$ cat src/rtl/hazard_pkg.sv
// hazard_pkg: shared constants for the MINI-RISC hazard/forwarding controller.
//  - forwarding select codes driven on forward_A / forward_B
//  - flush FSM state encoding
//  - helper that resolves the E > M > W > RF forwarding priority
package hazard_pkg;

    localparam logic [1:0] FWD_RF = 2'b00;
    localparam logic [1:0] FWD_E  = 2'b01;
    localparam logic [1:0] FWD_M  = 2'b10;
    localparam logic [1:0] FWD_W  = 2'b11;

    typedef enum logic {
        ST_IDLE  = 1'b0,
        ST_FLUSH = 1'b1
    } flush_state_e;

    // Hit bits already exclude r0 and non-writing stages; use_i masks
    // operands the decode instruction does not actually read.
    function automatic logic [1:0] fwd_sel(input logic use_i,
                                           input logic e_hit,
                                           input logic m_hit,
                                           input logic w_hit);
        if (!use_i)     return FWD_RF;
        else if (e_hit) return FWD_E;
        else if (m_hit) return FWD_M;
        else if (w_hit) return FWD_W;
        else            return FWD_RF;
    endfunction

endpackage

$ cat src/rtl/hazard_scoreboard.sv
// hazard_scoreboard: per-register load-latency counters.
//  clk, rst        clock, async active-high reset
//  load_vld_i      a load with a non-zero destination is in E this cycle
//  load_rd_i       destination register of that load
//  rd1_i / rd2_i   decode read-port register indices
//  pend1_o/pend2_o register on that read port still has a load in flight
module hazard_scoreboard
    import hazard_pkg::*;
#(
    parameter int REG_AW   = 3,
    parameter int LOAD_LAT = 1
) (
    input  logic              clk,
    input  logic              rst,
    input  logic              load_vld_i,
    input  logic [REG_AW-1:0] load_rd_i,
    input  logic [REG_AW-1:0] rd1_i,
    input  logic [REG_AW-1:0] rd2_i,
    output logic              pend1_o,
    output logic              pend2_o
);

    localparam int NREGS = 2 ** REG_AW;
    localparam int PW    = $clog2(LOAD_LAT + 1);
    localparam logic [PW-1:0] LOAD_VAL = PW'(LOAD_LAT - 1);

    logic [PW-1:0] pend_q [NREGS];
    logic [PW-1:0] pend_d [NREGS];

    // Countdown saturates at zero; a new load to the same register restarts it.
    always_comb begin
        for (int r = 0; r < NREGS; r++) begin
            pend_d[r] = (pend_q[r] != '0) ? pend_q[r] - PW'(1) : '0;
            if (load_vld_i && (load_rd_i == REG_AW'(r)))
                pend_d[r] = LOAD_VAL;
        end
    end

    always_ff @(posedge clk or posedge rst) begin
        if (rst) begin
            for (int r = 0; r < NREGS; r++) pend_q[r] <= '0;
        end else begin
            for (int r = 0; r < NREGS; r++) pend_q[r] <= pend_d[r];
        end
    end

    assign pend1_o = (pend_q[rd1_i] != '0);
    assign pend2_o = (pend_q[rd2_i] != '0);

endmodule

$ cat src/rtl/hazard_ctrl_sb.sv
// hazard_ctrl_sb: hazard and forwarding controller beside the decode stage.
//  Inputs : decode sources (rs1_D/rs2_D + use bits), E/M/W destinations and
//           write enables, mem_read_E (E is a load), redirect_E (taken branch).
//  Outputs: stall_F/stall_D/bubble_E load-use interlock, flush_F/flush_D
//           redirect squash, forward_A/forward_B ALU operand selects,
//           stall_cnt saturating count of stalled cycles.
//  All outputs are forced to 0 while rst is high.
module hazard_ctrl_sb
    import hazard_pkg::*;
#(
    parameter int REG_AW    = 3,
    parameter int LOAD_LAT  = 1,
    parameter int FLUSH_CYC = 1,
    parameter int CNT_W     = 16
) (
    input  logic              clk,
    input  logic              rst,
    input  logic [REG_AW-1:0] rs1_D,
    input  logic [REG_AW-1:0] rs2_D,
    input  logic              rs1_use_D,
    input  logic              rs2_use_D,
    input  logic [REG_AW-1:0] rd_E,
    input  logic              reg_write_E,
    input  logic              mem_read_E,
    input  logic [REG_AW-1:0] rd_M,
    input  logic              reg_write_M,
    input  logic [REG_AW-1:0] rd_W,
    input  logic              reg_write_W,
    input  logic              redirect_E,
    output logic              stall_F,
    output logic              stall_D,
    output logic              bubble_E,
    output logic              flush_F,
    output logic              flush_D,
    output logic [1:0]        forward_A,
    output logic [1:0]        forward_B,
    output logic [CNT_W-1:0]  stall_cnt
);

    localparam int FCW = (FLUSH_CYC > 1) ? $clog2(FLUSH_CYC) : 1;
    localparam logic [FCW-1:0] FLUSH_RELOAD = FCW'(FLUSH_CYC - 1);

    logic load_vld;
    logic pend1, pend2;
    logic haz1, haz2, stall_raw, flush_any;
    logic e_hit1, m_hit1, w_hit1, e_hit2, m_hit2, w_hit2;

    flush_state_e     state_q;
    logic [FCW-1:0]   cnt_q;
    logic [CNT_W-1:0] stall_cnt_q;

    assign load_vld = mem_read_E && reg_write_E && (rd_E != '0);

    hazard_scoreboard #(
        .REG_AW   (REG_AW),
        .LOAD_LAT (LOAD_LAT)
    ) u_sb (
        .clk        (clk),
        .rst        (rst),
        .load_vld_i (load_vld),
        .load_rd_i  (rd_E),
        .rd1_i      (rs1_D),
        .rd2_i      (rs2_D),
        .pend1_o    (pend1),
        .pend2_o    (pend2)
    );

    assign haz1 = rs1_use_D && (rs1_D != '0) &&
                  ((load_vld && (rd_E == rs1_D)) || pend1);
    assign haz2 = rs2_use_D && (rs2_D != '0) &&
                  ((load_vld && (rd_E == rs2_D)) || pend2);
    assign stall_raw = haz1 || haz2;

    // A load in E cannot forward from E; it is covered by the interlock.
    assign e_hit1 = reg_write_E && !mem_read_E && (rd_E != '0) && (rd_E == rs1_D);
    assign m_hit1 = reg_write_M && (rd_M != '0) && (rd_M == rs1_D);
    assign w_hit1 = reg_write_W && (rd_W != '0) && (rd_W == rs1_D);
    assign e_hit2 = reg_write_E && !mem_read_E && (rd_E != '0) && (rd_E == rs2_D);
    assign m_hit2 = reg_write_M && (rd_M != '0) && (rd_M == rs2_D);
    assign w_hit2 = reg_write_W && (rd_W != '0) && (rd_W == rs2_D);

    // Redirect cycle flushes combinationally; FLUSH covers the remaining cycles.
    always_ff @(posedge clk or posedge rst) begin
        if (rst) begin
            state_q <= ST_IDLE;
            cnt_q   <= '0;
        end else if (redirect_E) begin
            if (FLUSH_CYC > 1) begin
                state_q <= ST_FLUSH;
                cnt_q   <= FLUSH_RELOAD;
            end
        end else if (state_q == ST_FLUSH) begin
            if (cnt_q == FCW'(1)) state_q <= ST_IDLE;
            cnt_q <= cnt_q - FCW'(1);
        end
    end

    assign flush_any = !rst && (redirect_E || (state_q == ST_FLUSH));

    // Flush wins: the squashed decode instruction must not hold the pipe.
    assign stall_F  = !rst && stall_raw && !flush_any;
    assign stall_D  = !rst && stall_raw && !flush_any;
    assign bubble_E = !rst && (stall_raw || flush_any);
    assign flush_F  = flush_any;
    assign flush_D  = flush_any;

    assign forward_A = rst ? FWD_RF : fwd_sel(rs1_use_D, e_hit1, m_hit1, w_hit1);
    assign forward_B = rst ? FWD_RF : fwd_sel(rs2_use_D, e_hit2, m_hit2, w_hit2);

    always_ff @(posedge clk or posedge rst) begin
        if (rst)
            stall_cnt_q <= '0;
        else if (stall_D && (stall_cnt_q != '1))
            stall_cnt_q <= stall_cnt_q + CNT_W'(1);
    end

    assign stall_cnt = stall_cnt_q;

endmodule

$ cat config.mk
export PLATFORM = sky130hd
export DESIGN_NAME = hazard_ctrl_sb
export DESIGN_NICKNAME = d
export VERILOG_FILES = /design/src/rtl/hazard_pkg.sv /design/src/rtl/hazard_scoreboard.sv /design/src/rtl/hazard_ctrl_sb.sv
export SDC_FILE = /design/constraint.sdc
export NUM_CORES = 1
export LEC_CHECK = 0
export BUFFER_PORTS_ARGS = -buffer_cell sky130_fd_sc_hd__buf_4
export CAP_MARGIN = 20
export CORE_UTILIZATION = 42
export DETAILED_ROUTE_END_ITERATION = 6
export PLACE_DENSITY_LB_ADDON = 0.25
export SLEW_MARGIN = 20
export SYNTH_ARGS = -nofsm -noshare
export SYNTH_HDL_FRONTEND = slang
export SYNTH_HIERARCHICAL = 1
export SYNTH_SLANG_ARGS = --single-unit
$ cat constraint.sdc
create_clock -name clk -period 5.1 [get_ports clk]
set_input_delay 0.765 -clock clk [delete_from_list [all_inputs] [get_ports clk]]
set_output_delay 0.765 -clock clk [all_outputs]
set_load 0.1 [all_outputs]
# ---- After elaboration in Yosys (flattened, before gate mapping)
# Cells that the tools add are included.
dict set report totals {
  reg_bits 26
  input_bits 24
  out_inout_bits 25
  elab_cells 120
}
dict set report op_classes {
  n_addsub 10
  order_cmp 2
  eq_ne 14
  mux 34
  bitwise 3
  reduce_logical 46
}
# op count
set op_table {}
lappend op_table {{logical AND 1 bit} 31}
lappend op_table {{two-way mux 1 bit} 22}
lappend op_table {{two-way mux 2 bit} 10}
lappend op_table {{equality test 3 bit} 6}
lappend op_table {{adder 16 x 1 -> 16 bit, second input constant} 1}
lappend op_table {{!= test 16 bit, second input constant} 1}
lappend op_table {{nonzero test 3 bit} 5}
lappend op_table {{equality test 3 bit, second input constant} 4}
lappend op_table {{subtractor 1 bit, second input constant} 9}
lappend op_table {{>= comparator 4 bit, second input constant} 2}
lappend op_table {{inverter 3 -> 4 bit} 2}
lappend op_table {{binary-select mux 1 bit (select 3 bit)} 2}
lappend op_table {{equality test 3 x 2 -> 1 bit, second input constant} 2}
lappend op_table {{logical OR 1 bit} 5}
lappend op_table {{equality test 3 x 1 -> 1 bit, second input constant} 1}
lappend op_table {{logical NOT 1 bit} 3}
lappend op_table {{logical NOT 3 bit} 1}
lappend op_table {{AND reduction 2 bit} 1}
lappend op_table {{inverter 1 bit} 1}

# ---- Logic depth before layout (Yosys ltp)
# Gate-level depths: netlist of run 1.
dict set report depth {
  ltp_word 10
  mapped_depth 7
  depth_no_buf 6
}

# ---- Hierarchy
# The synthesis of run 1 kept the hierarchy.
# mod instances cells_each area_per_inst_um2 seq_area_each_um2
set by_module_without_submodules {}
lappend by_module_without_submodules {hazard_ctrl_sb 1 146 1328.8 450.4}
lappend by_module_without_submodules {hazard_scoreboard 1 3 18.8 0.0}

# ---- Worst setup path before layout of run 1
# No wires, ideal clock.
dict set report synth_path {
  path_kind {input-to-output}
  start {in rs2_D[2]}
  end {out forward_B[1]}
  t_arrival_ns 3.874
  required_time_ns 4.335
  path_slack_ns 0.461
  path_stages 6
  n_path_buf 1
  path_cell_list {buf_2 -> or3b_2 -> a211oi_1 -> o211ai_1 -> nor2b_1 -> nor3_1}
}
dict set report synth_between {
  elab_chain_cells 7
  word_cells_on_any_way 11
  classes_between {eq/ne (3); mux (5); reduce/logical (3)}
}
# item line_no
set synth_lines {}
lappend synth_lines {{start: declaration} hazard_ctrl_sb.sv:19} ;# input logic [REG_AW-1:0] rs2_D,
lappend synth_lines {{equality test 3 bit} hazard_ctrl_sb.sv:80} ;# assign w_hit2 = reg_write_W && (rd_W != '0) && (rd_W == rs2_D);
lappend synth_lines {{logical AND 1 bit} hazard_ctrl_sb.sv:80}
lappend synth_lines {{two-way mux 2 bit} hazard_pkg.sv:26} ;# else if (w_hit) return FWD_W;
lappend synth_lines {{two-way mux 2 bit} hazard_pkg.sv:25} ;# else if (m_hit) return FWD_M;
lappend synth_lines {{two-way mux 2 bit *} hazard_pkg.sv:24} ;# else if (e_hit) return FWD_E;
lappend synth_lines {{two-way mux 2 bit *} hazard_pkg.sv:23} ;# if (!use_i) return FWD_RF;
lappend synth_lines {{two-way mux 2 bit *} hazard_ctrl_sb.sv:108} ;# assign forward_B = rst ? FWD_RF : fwd_sel(rs2_use_D, e_hit2, m_hit2, w_hit2);
lappend synth_lines {{end: declaration} hazard_ctrl_sb.sv:36} ;# output logic [1:0] forward_B,
# Mark *: on every way between the ends. The rest lies on a longest branch, timed or not.

# ---- Worst setup path in the final report of run 1
dict set report layout_path {
  start {in rd_E[0]}
  end {out stall_F}
}
dict set report layout_between {
  elab_chain_cells 8
  word_cells_on_any_way 13
  classes_between {eq/ne (2); reduce/logical (11)}
}
# item line_no
set layout_lines {}
lappend layout_lines {{start: declaration} hazard_ctrl_sb.sv:22} ;# input logic [REG_AW-1:0] rd_E,
lappend layout_lines {{nonzero test 3 bit} hazard_ctrl_sb.sv:52} ;# assign load_vld = mem_read_E && reg_write_E && (rd_E != '0);
lappend layout_lines {{logical AND 1 bit} hazard_ctrl_sb.sv:52}
lappend layout_lines {{logical AND 1 bit (on tied branches)} {hazard_ctrl_sb.sv:69, hazard_ctrl_sb.sv:71}}
lappend layout_lines {{logical OR 1 bit (on tied branches)} {hazard_ctrl_sb.sv:69, hazard_ctrl_sb.sv:71}}
lappend layout_lines {{logical AND 1 bit (on tied branches)} {hazard_ctrl_sb.sv:68, hazard_ctrl_sb.sv:70}}
lappend layout_lines {{logical OR 1 bit *} hazard_ctrl_sb.sv:72} ;# assign stall_raw = haz1 || haz2;
lappend layout_lines {{logical AND 1 bit * (2 in series)} hazard_ctrl_sb.sv:101} ;# assign stall_F = !rst && stall_raw && !flush_any;
lappend layout_lines {{end: declaration} hazard_ctrl_sb.sv:30} ;# output logic stall_F,
# Marked as above.

==> results of run 1 <==
-- cell families after synthesis --
kind of cell / count (synthesis) / synth area share (%)
AOI/OAI and AO/OA: 20 / 12.7
xor gates and xnor gates: 28 / 18.2
adders and majority gates: 1 / 0.928
buffers and inverters: 9 / 4.09
DFF: 18 / 33.4
muxes: 3 / 2.79
other: 1 / 0.278
and+or+nand+nor: 69 / 27.6
-- final timing paths --
kind                            slack, ns             to    startpoint
worst max-delay path                 1.94        stall_F       rd_E[0]
worst min-delay path                 0.49          cnt_q         cnt_q
worst max register to register       3.01   stall_cnt[1]  stall_cnt[0]
worst min register to register       0.49          cnt_q         cnt_q
max in group asynchronous            3.99  stall_cnt[14]           rst
min in group asynchronous            0.62   stall_cnt[9]           rst
-- registers in the layout, indices dropped and copies added (netlist names) --
register	count
cnt_q	1
state_q	1
stall_cnt	16
-- layout make-up --
cell class              count  area (um^2)  area share (%)
well taps                  44         55.1            3.14
flip-flops and latches     18          450            25.7
inverters                   2         7.51           0.428
multi-input cells         123          846            48.2
clock buffers               4         36.3            2.07
repair buffers             48          360            20.5
-- routing by layer --
layer	GRT usage, %	up-vias	part of all wire (%)
met3	2.42	7	4.9
met2	33.7	41	47
met1	24.9	593	46
met5	0	-	0
met4	6.12	0	1.5
li1	-	624	-
-- per-stage QoR --
step / hold WS, ns / setup WS [ns]
finish: 0.485 / 1.94
detailed placement: 0.467 / 1.93
global route: 0.522 / 1.77
CTS: 0.485 / 1.93
global placement: 0.454 / 1.97
floorplan: 0.440 / 0.461
-- power groups by stage --
stage | Sequential [uW] | Combinational, uW | Clock [uW]
3_3_place_gp | 184 | 257 | 0
3_5_place_dp | 186 | 260 | 0
2_1_floorplan | 297 | 82.6 | 0
5_1_grt | 186 | 271 | 94.2
6_report | 184 | 259 | 85.9
4_1_cts | 183 | 260 | 87.2
-- layout by cell type, fill, tap and decap left out, types with 2 or more instances in the layout --
master    Yosys  routed
nor2b_1       2       2
mux2_2        2       2
xnor2_1      28      28
conb_1        1       2
inv_1         2       2
buf_4         5      48
and3_1        5       5
o31ai_1       3       3
nor2_1       10      10
nand4_1       9       9
clkbuf_4      0       3
or3b_1        2       2
a211o_1       2       2
dfrtp_1      18      18
nand2_1      16      16
nor3_1        3       3
a21oi_1       5       5
nand3_1      13      13
==> reports/results.txt, run 1 <==
The remaining number of nets flagged by the antenna check after routing came out at 0. The area share of the leading cell type in the synthesized netlist is 33.4%, and the post-route minimum period is 3.16 ns. The Yosys step of the flow raised 6 warnings. After synthesis, the share of flip-flops with an asynchronous set or reset is 100%. For the pin with the worst max-slew slack, the measured transition is 0.777 ns.

The die is 58.6 um tall. The critical-path cell with the highest stage delay is o22ai_2. The logs give 1760 um^2 for the post-route cell area and 0 for the count of antenna diodes in the layout.

For this design the static power due to leakage is 0.000750 uW. The logs give 0 for the number of setup violations in the final report and 0 for the number of max-slew violations in the final report. The worst register-to-register path has a depth of 6. For this configuration, the core starts out at a cell density of 44.1%. The endpoint kind of the worst setup timing path was an output port. Proportion of total power due to net switching: 48.8%. Dividing the detail-routed via count by the number of cells gives 5.29. Dividing the detail-routed wire length by the instance count gives 13.4 um. In this run the power density over the cells is 301 nW/um^2. For this design the total switching power over the nets is 258 uW. The critical path runs through a total of 6 cells.

Later-pin clock latency in the skew report: 0.29 ns. Averaged over all synthesized cells, the footprint is 9.04 um^2. Summing every instance area after synthesis gives 1350 um^2. The horizontal die dimension is 58.6 um. The critical path's top delay family is compound AO/OA/AOI/OAI gates.

The filler cells instantiated in the layout total 288. The cell at the root of the clock tree is clkbuf_4. For this block, the routed nets add up to 3.19 mm of wire. Of all nets on the critical path, the largest fanout is 17. The logs give 1720 um^2 for the placed instance area and 1111 for the via count of the first global-routing pass. The max-capacitance violation count came out at 0.

Across the VDD grid, the largest voltage drop is 0.000383 V. The clock network power share was 16.3%. Cells fill 57.5% of the core in the end. After global routing the overflow that remains totals 0.

The most common cell in the netlist is xnor2_1. The clock arrives with 0.00410 ns of skew. The proportion of synthesized chip area in sequential cells is 33.4%, and the worst relative slew slack is 48.1%. Setup repair after global routing left no endpoint under its margin. Number of antenna violations at the first check in global routing: 0. Global routing consumed, over all layers together, 19.3% of the routing resources. In this run, post-CTS repair resized a total of 0 instances. The internal power is 271 uW, and the number of top-level pins is 49. The count of cells along the worst hold path came out at 1.

The number of enable flip-flop cells after synthesis is 0, and the synthesized instance count is 149. In the final design database the tool counted 221 nets. Input and output buffers added on the ports amount to 48.

The via count is 1265, and the final clock period utilization by the worst path is 62.0%. DRC marker count from the first detailed-route iteration: 54. Startpoint class of the critical path: a primary input. The tools report the maximum level of the CTS H-tree as 1. Yosys attributes the largest share of cell area to dfrtp_1, xnor2_1, nand3_1. The tools report the number of hold violations in the final report as 0.

The class of the tightest hold or removal check was flip-flop to flip-flop. Logic gate share of total power: 49.0%. The run gives 0 as the post-CTS setup-driven buffer insertion count. The tools report the overall die area as 3440 um^2. The synthesized design contains 18 register bits. The pin count of the biggest net entering global routing is 23, and the maximum clock insertion buffer count is 2. In the synthesized netlist the dominant register cell turns out to be dfrtp_1. For this design, the sink count on the clock tree is 18. The first detailed-routing pass ran for 4 iterations.

The kind of critical path is primary input to output port. In this design, the critical path's most frequently occurring cell is buf_4. The first global-routing pass estimated 5.05 mm of wire. For this run, design rule violations remaining after detail routing come to 0. Yosys mapped the design onto 39 distinct sky130hd cell types.

Once layout is complete, the cells apart from fillers number 239. Final setup TNS: 0 ns. Data on the critical path is required at its endpoint by 4.34 ns. The leading area contributor after synthesis is dfrtp_1. The tools report the routability congestion estimate as 0.860. TritonCTS built the clock tree.

The half-perimeter wire length after detailed placement is 2.48 mm. The signal on the critical path passes through buf_4, xnor2_1, a41oi_2, o22ai_2, nor2b_1, buf_4. Proportion of layout cells with a drive suffix above 1: 31.3%. The run gives 235 as the number of placed instances, taps included. The largest single stage delay on the critical path is 0.57 ns. The area added between synthesis and finish works out to 30.3%. The run gives 0 as the count of hold-fix buffers inserted at cts.

After layout, the design draws a total of 528 uW. The tools report the number of buffers created by CTS as 3. The core area came out at 3050 um^2. In this run, flip-flops and latches consume 34.7% of the power. The number of rows in the core area is 20. Number of buffers and inverters on the critical path: 2. The run finished with clean final reports.

Clock transition at the register clock pins on the worst setup and hold paths after CTS: 0.10 ns. For this run, the top clock speed supported by timing is 316 MHz. The arrival time of data at the critical path endpoint is 2.40 ns. Sorting the synthesized cells by how often they occur yields xnor2_1, dfrtp_1, nand2_1.
Note: power is estimated with default switching activity, not from simulation.
==> run 2: changes to the inputs <==
==> constraint.sdc (replaced) <==
create_clock -name clk -period 2.6 [get_ports clk]
set_input_delay 0.39 -clock clk [delete_from_list [all_inputs] [get_ports clk]]
set_output_delay 0.39 -clock clk [all_outputs]
set_load 0.1 [all_outputs]
==> run 2 against run 1 <==
Effect of this change:
- first-iteration DRC count decreased by 30%
- critical path depth increased by 1
- setup slack got worse by 1.7 ns
- global-route usage increased by 0.78 points
- design area increased by 2.4%
- routed wire length decreased by 1.3%
- utilization increased by 1.4 points
- non-clock buffer count increased by 2
- clock skew about the same
- via count about the same
- die area unchanged
- critical endpoint is now forward_A[0]
- highest routed layer unchanged
==> reports/results.txt, run 2 (synthesis gave the netlist of run 1 again) <==
The biggest cell delay along the critical path works out to 0.37 ns (-0.20 ns). The logs give 58.9% (+1.4 points) for the final core area utilization and 4 (unchanged) for the number of detailed-routing iterations run before antenna repair. The vertical die dimension was 58.6 um (unchanged); the horizontal die dimension was 58.6 um (unchanged). Maximum level of the CTS H-tree: 1 (unchanged). The filler cell count was 294 (+2.1%); the routability congestion estimate was 0.870 (+1.2%). The highest fanout seen on the critical path works out to 6 (-11). The critical path's top delay family was compound AO/OA/AOI/OAI gates. For the internal power, the log shows 504 uW (+86%). Number of hold violations in the final report: 0 (unchanged).

The overall track demand over capacity in global routing was 20.1% (+0.78 points). The proportion of layout cells with a drive suffix above 1 came out at 34.2% (+2.9 points). Kind of critical path: primary input to output port.

The number of setup violations in the final report was 0 (unchanged). For the maximum clock insertion buffer count, the log shows 2 (unchanged). Half-perimeter wire length after detailed placement: 2.55 mm (+2.8%). For the first-pass GRT wire length, the log shows 5.33 mm (+5.6%). The path class of the tightest hold or removal check is primary input to async pin.

The proportion of total power due to net switching was 50.0% (+1.2 points). Leading cell type in the layout, fill and taps excluded: buf_4. The clock tree skew after final layout is 0.00369 ns (-0.000410 ns).

The tools report the remaining number of nets flagged by the antenna check after routing as 0 (unchanged). On the critical path, the stage with the largest delay is an instance of or3b_1. The run gives 1264 (-0.079%) as the via count.

Relative to the synthesized area, the layout overhead comes to 33.3%. Number of top-level pins: 49 (unchanged). The switching power is 504 uW (+96%), and the placed instance area is 1770 um^2 (+3.2%).

The post-route cell area is 1800 um^2 (+2.4%), and the overall die area is 3440 um^2 (unchanged). STA classifies the critical path startpoint as a primary input. TritonCTS built the clock tree. The final clock period utilization by the worst path is 90.3%, and the pin count of the biggest net entering global routing is 17 (-26%).

Number of instances resized during post-cts repair: 0 (unchanged). The DRC marker count from the first detailed-route iteration is 38 (-30%). The cell at the root of the clock tree was clkbuf_4. The tools report the core area as 3050 um^2 (unchanged). Counting stages on the worst path, the most repeated cell is buf_4. The logic gate share of total power is 51.6% (+2.6 points). The flip-flop count of the largest register, all copies and words added is 16 (unchanged). Leaving out fill and tap cells, the most frequent cells in the layout are buf_4, xnor2_1, dfrtp_1. The number of buffers and inverters on the critical path was 2 (unchanged); the critical path required time was 2.21 ns (-2.13 ns). The total global routing overflow is 0 (unchanged), and the power per cell area is 561 nW/um^2 (+86%). The via count of the first global-routing pass came out at 1150 (+3.5%). The worst relative slew slack is 61.6% (+13 points). The leakage power of the design is 0.000757 uW (+0.96%), and the initial core utilization is 44.1% (unchanged). The tools report the later-pin clock latency in the skew report as 0.28 ns (about the same).

The run finished with clean final reports. The detailed-route wire length was 3.15 mm (-1.3%); the number of cells in the finished layout apart from fillers was 240 (+0.42%). The ratio of routed vias to standard cells came out at 5.27 (-0.50%). Max-capacitance violation count: 0 (unchanged). Walking the worst path, the cells encountered are buf_4, or3b_1, a211o_1, a21oi_1, o21ai_1, a21oi_4, buf_4. The logs give 0 ns (unchanged) for the final setup TNS and 0 (unchanged) for the number of antenna violations at the first check in global routing.

The tools report the number of remaining DRC errors as 0 (unchanged). The share of total power in sequential cells came out at 35.5% (+0.8 points). The number of max-slew violations in the final report is 0 (unchanged), and the clock transition at the register clock pins on the worst setup and hold paths after CTS is 0.09 ns (about the same). The worst path needs 2.35 ns of the cycle, external delays included. For the number of rows in the core area, the log shows 20 (unchanged). The logs give 0 (unchanged) for the post-CTS setup-driven buffer insertion count and 426 MHz for the maximum clock frequency. Count of input and output buffers: 48 (unchanged).

The run gives 13.0% (-3.3 points) as the clock network power share. The tools report the maximum resistive drop on vdd as 0.00101 V (+160%). The worst setup path is captured at an output port. The average wire per cell in the routed design is 13.1 um (-1.8%). The number of clock sinks came out at 18 (unchanged).

The number of buffers created by CTS was 3 (unchanged); the count of hold-fix buffers inserted at cts was 0 (unchanged). The tools report the count of antenna diodes in the layout as 0 (unchanged). The setup slack after layout was 0.252 ns (-1.69 ns).

The actual transition at the worst max-transition pin was 0.571 ns (-0.206 ns). The layout net count is 223 (+0.90%). The arrival time of data at the critical path endpoint was 1.96 ns (-0.44 ns); the number of placed instances, taps included was 237 (+0.85%).

The placement-stage worst setup slack was 0.247 ns (-1.68 ns). Setup repair after global routing left no endpoint under its margin.
run 2: power groups by stage:
stage	logic (uW)	clock network [uW]	registers [uW]
2_1_floorplan	168	0	583
3_3_place_gp	515	0	361
3_5_place_dp	520	0	361
4_1_cts	521	138	356
5_1_grt	546	150	365
6_report	520	131	357
run 2: metrics by stage:
step / hold WS, ns / power, uW
after floorplan: 0.362 / 751
after global placement: 0.333 / 876
after detailed placement: 0.347 / 881
after CTS: 0.0337 / 1020
after global routing: 0.0497 / 1060
final: 0.0392 / 1010
run 2: worst register-to-register path: stages, from the launching register on:
cell	delay, ns
dfrtp_1	0.43
ha_1	0.22
nand4_1	0.17
nor4_1	0.47
nor2_1	0.22
nand2_1	0.16
mux2_2	0.34
run 2: path summary, 6_finish.rpt:
path	slack [ns]	cells after the start	from	end
max	0.25	7	rd_W[2]	forward_A[0]
min	0.04	2	rst	state_q
max in group asynchronous	2.09	3	rst	stall_cnt[14]
min in group clk	0.40	3	redirect_E	state_q
min reg2reg	0.48	1	cnt_q	cnt_q
max reg2reg	0.48	6	stall_cnt[0]	stall_cnt[1]
run 2: layout make-up:
cell class / instances / area (um^2) / share of cell area [%]
Multi-Input combinational cell: 123 / 886 / 49.3
Sequential cell: 18 / 450 / 25.1
Timing Repair Buffer: 50 / 375 / 20.9
Tap cell: 44 / 55.1 / 3.06
Clock buffer: 3 / 22.5 / 1.25
Inverter: 2 / 7.51 / 0.418
run 2: per-layer routing:
layer	vias to the layer above	global-route usage (%)	wire length, um
met3	2	3.96	190
met2	39	30.4	1420
met5	-	0	0
met4	0	2.38	10
li1	629	-	-
met1	594	30.5	1530
==> run 3: changes to the inputs <==
--- a/config.mk
+++ b/config.mk
@@ -9,6 +9,7 @@
 export CAP_MARGIN = 20
 export CORE_UTILIZATION = 42
 export DETAILED_ROUTE_END_ITERATION = 6
+export GPL_TIMING_DRIVEN = 0
 export PLACE_DENSITY_LB_ADDON = 0.25
 export SLEW_MARGIN = 20
 export SYNTH_ARGS = -nofsm -noshare
==> constraint.sdc (replaced) <==
create_clock -name clk -period 2.6 [get_ports clk]
set_input_delay 0.39 -clock clk [delete_from_list [all_inputs] [get_ports clk]]
set_output_delay 0.39 -clock clk [all_outputs]
set_load 0.02 [all_outputs]
==> run 3 against run 2 <==
Effect of this change:
- sequential power about the same
- critical endpoint is now stall_F
- final cell count increased by 1.7%
- combinational power decreased by 45%
==> reports/results.txt, run 3 (synthesis gave the netlist of run 1 again) <==
The run gives 0.249 ns (+0.210 ns) as the worst hold slack after final layout. The number of buffers created by CTS is 3 (unchanged), and the highest fanout seen on the critical path is 10 (+4). The run gives 0.249 ns (-0.00294 ns) as the setup slack after layout.

The tools report the maximum resistive drop on vdd as 0.000425 V (-58%). STA classifies the critical path endpoint as an output port. The logic gate share of total power is 35.3% (-16 points), and the ratio of routed vias to standard cells is 5.31 (+0.85%). The final clock period utilization by the worst path came out at 90.4% (+0.11 points).

The power per cell area came out at 456 nW/um^2 (-19%). The tools report the number of max-slew violations in the final report as 0 (unchanged). Internal power: 536 uW (+6.3%). The share of total power in sequential cells came out at 43.9% (+8.4 points). The tightest min-delay check is of the primary input to async pin type. The number of setup violations in the final report came out at 0 (unchanged). The placed instance area was 1750 um^2 (-1.3%); the maximum clock frequency was 425 MHz (-0.13%). The cell at the root of the clock tree was clkbuf_4. TritonCTS built the clock tree. The vertical die dimension was 58.6 um (unchanged); the proportion of total power due to net switching was 34.3% (-16 points). The number of instances resized during post-cts repair was 0 (unchanged); the leakage power of the design was 0.000775 uW (+2.3%). For the final setup TNS, the log shows 0 ns (unchanged). The placement-stage worst setup slack is 0.0694 ns (-0.177 ns). Number of hold violations in the final report: 0 (unchanged).

The tools report the number of placed instances, taps included as 240 (+1.3%). The switching power is 280 uW (-44%). In the layout the commonest cells are buf_4, xnor2_1, dfrtp_1. The clock transition at the register clock pins on the worst setup and hold paths after CTS was 0.10 ns (about the same).

Count of antenna diodes in the layout: 0 (unchanged). The core area came out at 3050 um^2 (unchanged). The max-capacitance violation count was 0 (unchanged).

The run gives 3.27 mm (+3.9%) as the detailed-route wire length. Leaving out fill and tap cells, the most frequent cell in the layout is buf_4. The initial core utilization was 44.1% (unchanged). DRC marker count from the first detailed-route iteration: 87 (+130%).

Horizontal die dimension: 58.6 um (unchanged). The worst relative slew slack was 47.9% (-14 points); the actual transition at the worst max-transition pin was 0.780 ns (+0.210 ns). The logs give 2 (unchanged) for the maximum clock insertion buffer count and 0.00528 ns (+0.00160 ns) for the clock tree skew after final layout.

Setup repair after global routing left no endpoint under its margin. The total global routing overflow was 0 (unchanged); the flip-flop count of the largest register, all copies and words added was 16 (unchanged). The routability congestion estimate is 0.881 (+1.2%). The tools report the number of remaining DRC errors as 0 (unchanged). Count of input and output buffers: 46 (-4.2%). For the number of clock sinks, the log shows 18 (unchanged). Relative to the synthesized area, the layout overhead comes to 32.7%. The critical path required time is 2.21 ns (about the same).

The number of detailed-routing iterations run before antenna repair was 4 (unchanged). The tools report the number of antenna violations at the first check in global routing as 0 (unchanged). The tools report the number of rows in the core area as 20 (unchanged).

The critical path is of the primary input to output port type. The overall die area came out at 3440 um^2 (unchanged). The post-route cell area is 1790 um^2 (-0.49%). The run gives 5.35 mm (+0.39%) as the first-pass GRT wire length. The via count of the first global-routing pass is 1134 (-1.4%), and the remaining number of nets flagged by the antenna check after routing is 0 (unchanged). The layout net count is 226 (+1.3%), and the number of top-level pins is 49 (unchanged).

The run gives 20.8% (+7.8 points) as the clock network power share. The tools report the startpoint class of the critical path as a primary input. The post-route minimum period works out to 2.35 ns (+0.00294 ns).

The arrival time of data at the critical path endpoint is 1.96 ns (about the same), and the via count is 1296 (+2.5%). The proportion of layout cells with a drive suffix above 1 is 33.0% (-1.2 points), and the pin count of the biggest net entering global routing is 23 (+6). The half-perimeter wire length after detailed placement is 2.60 mm (+2.1%), and the later-pin clock latency in the skew report is 0.29 ns (about the same). For the maximum level of the CTS H-tree, the log shows 1 (unchanged).

Average wire per cell in the routed design: 13.4 um (+2.2%). The count of hold-fix buffers inserted at cts is 0 (unchanged). For the post-CTS setup-driven buffer insertion count, the log shows 0 (unchanged). The overall track demand over capacity in global routing was 20.4% (+0.32 points). The run finished with clean final reports. The number of cells in the finished layout apart from fillers came out at 244 (+1.7%).
==> run 3: worst paths after layout <==
kind | slack [ns] | depth (start not counted) | startpoint | to
worst min register to register | 0.48 | 1 | cnt_q | cnt_q
worst max register to register | 0.54 | 6 | stall_cnt[0] | stall_cnt[1]
min in group clk | 0.39 | 3 | redirect_E | state_q
max in group asynchronous | 1.86 | 2 | rst | stall_cnt[2]
worst min-delay path | 0.25 | 2 | rst | state_q
worst max-delay path | 0.25 | 8 | rs2_D[2] | stall_F
==> run 3: routing by layer <==
metal	track usage, %	part of all wire (%)
met1	26.5	42
met2	35.8	50
met3	2.20	6.7
met4	6.12	0.86
met5	0	0
==> run 3: per-stage QoR <==
stage / utilization, % / total power [uW]
finish: 58.6 / 815
detailed placement: 57.4 / 653
global route: 58.6 / 860
CTS: 58.6 / 819
global placement: 57.4 / 641
floorplan: - / 520
==> run 3: final cells by class <==
class | count | area, um^2
plain buffers | 7 | 47.5
clock buffers | 4 | 36.3
fillers | 298 | 1260
inverters | 2 | 7.51
multi-input cells | 123 | 846
flip-flops and latches | 18 | 450
well taps | 44 | 55.1
repair buffers | 46 | 345
==> run 3: power groups by stage <==
stage	Combinational (uW)	Sequential, uW	Clock, uW
finish	288	358	169
global route	311	364	185
CTS	291	358	170
global placement	280	361	0
detailed placement	290	363	0
floorplan	128	392	0
==> run 3: worst max-delay path, cell delays in order <==
cell and delay, ns:
buf_2 0.16, xnor2_1 0.22, a41oi_2 0.15, o22ai_2 0.34, buf_4 0.25, nor2b_1 0.20
buf_4 0.13, buf_4 0.12
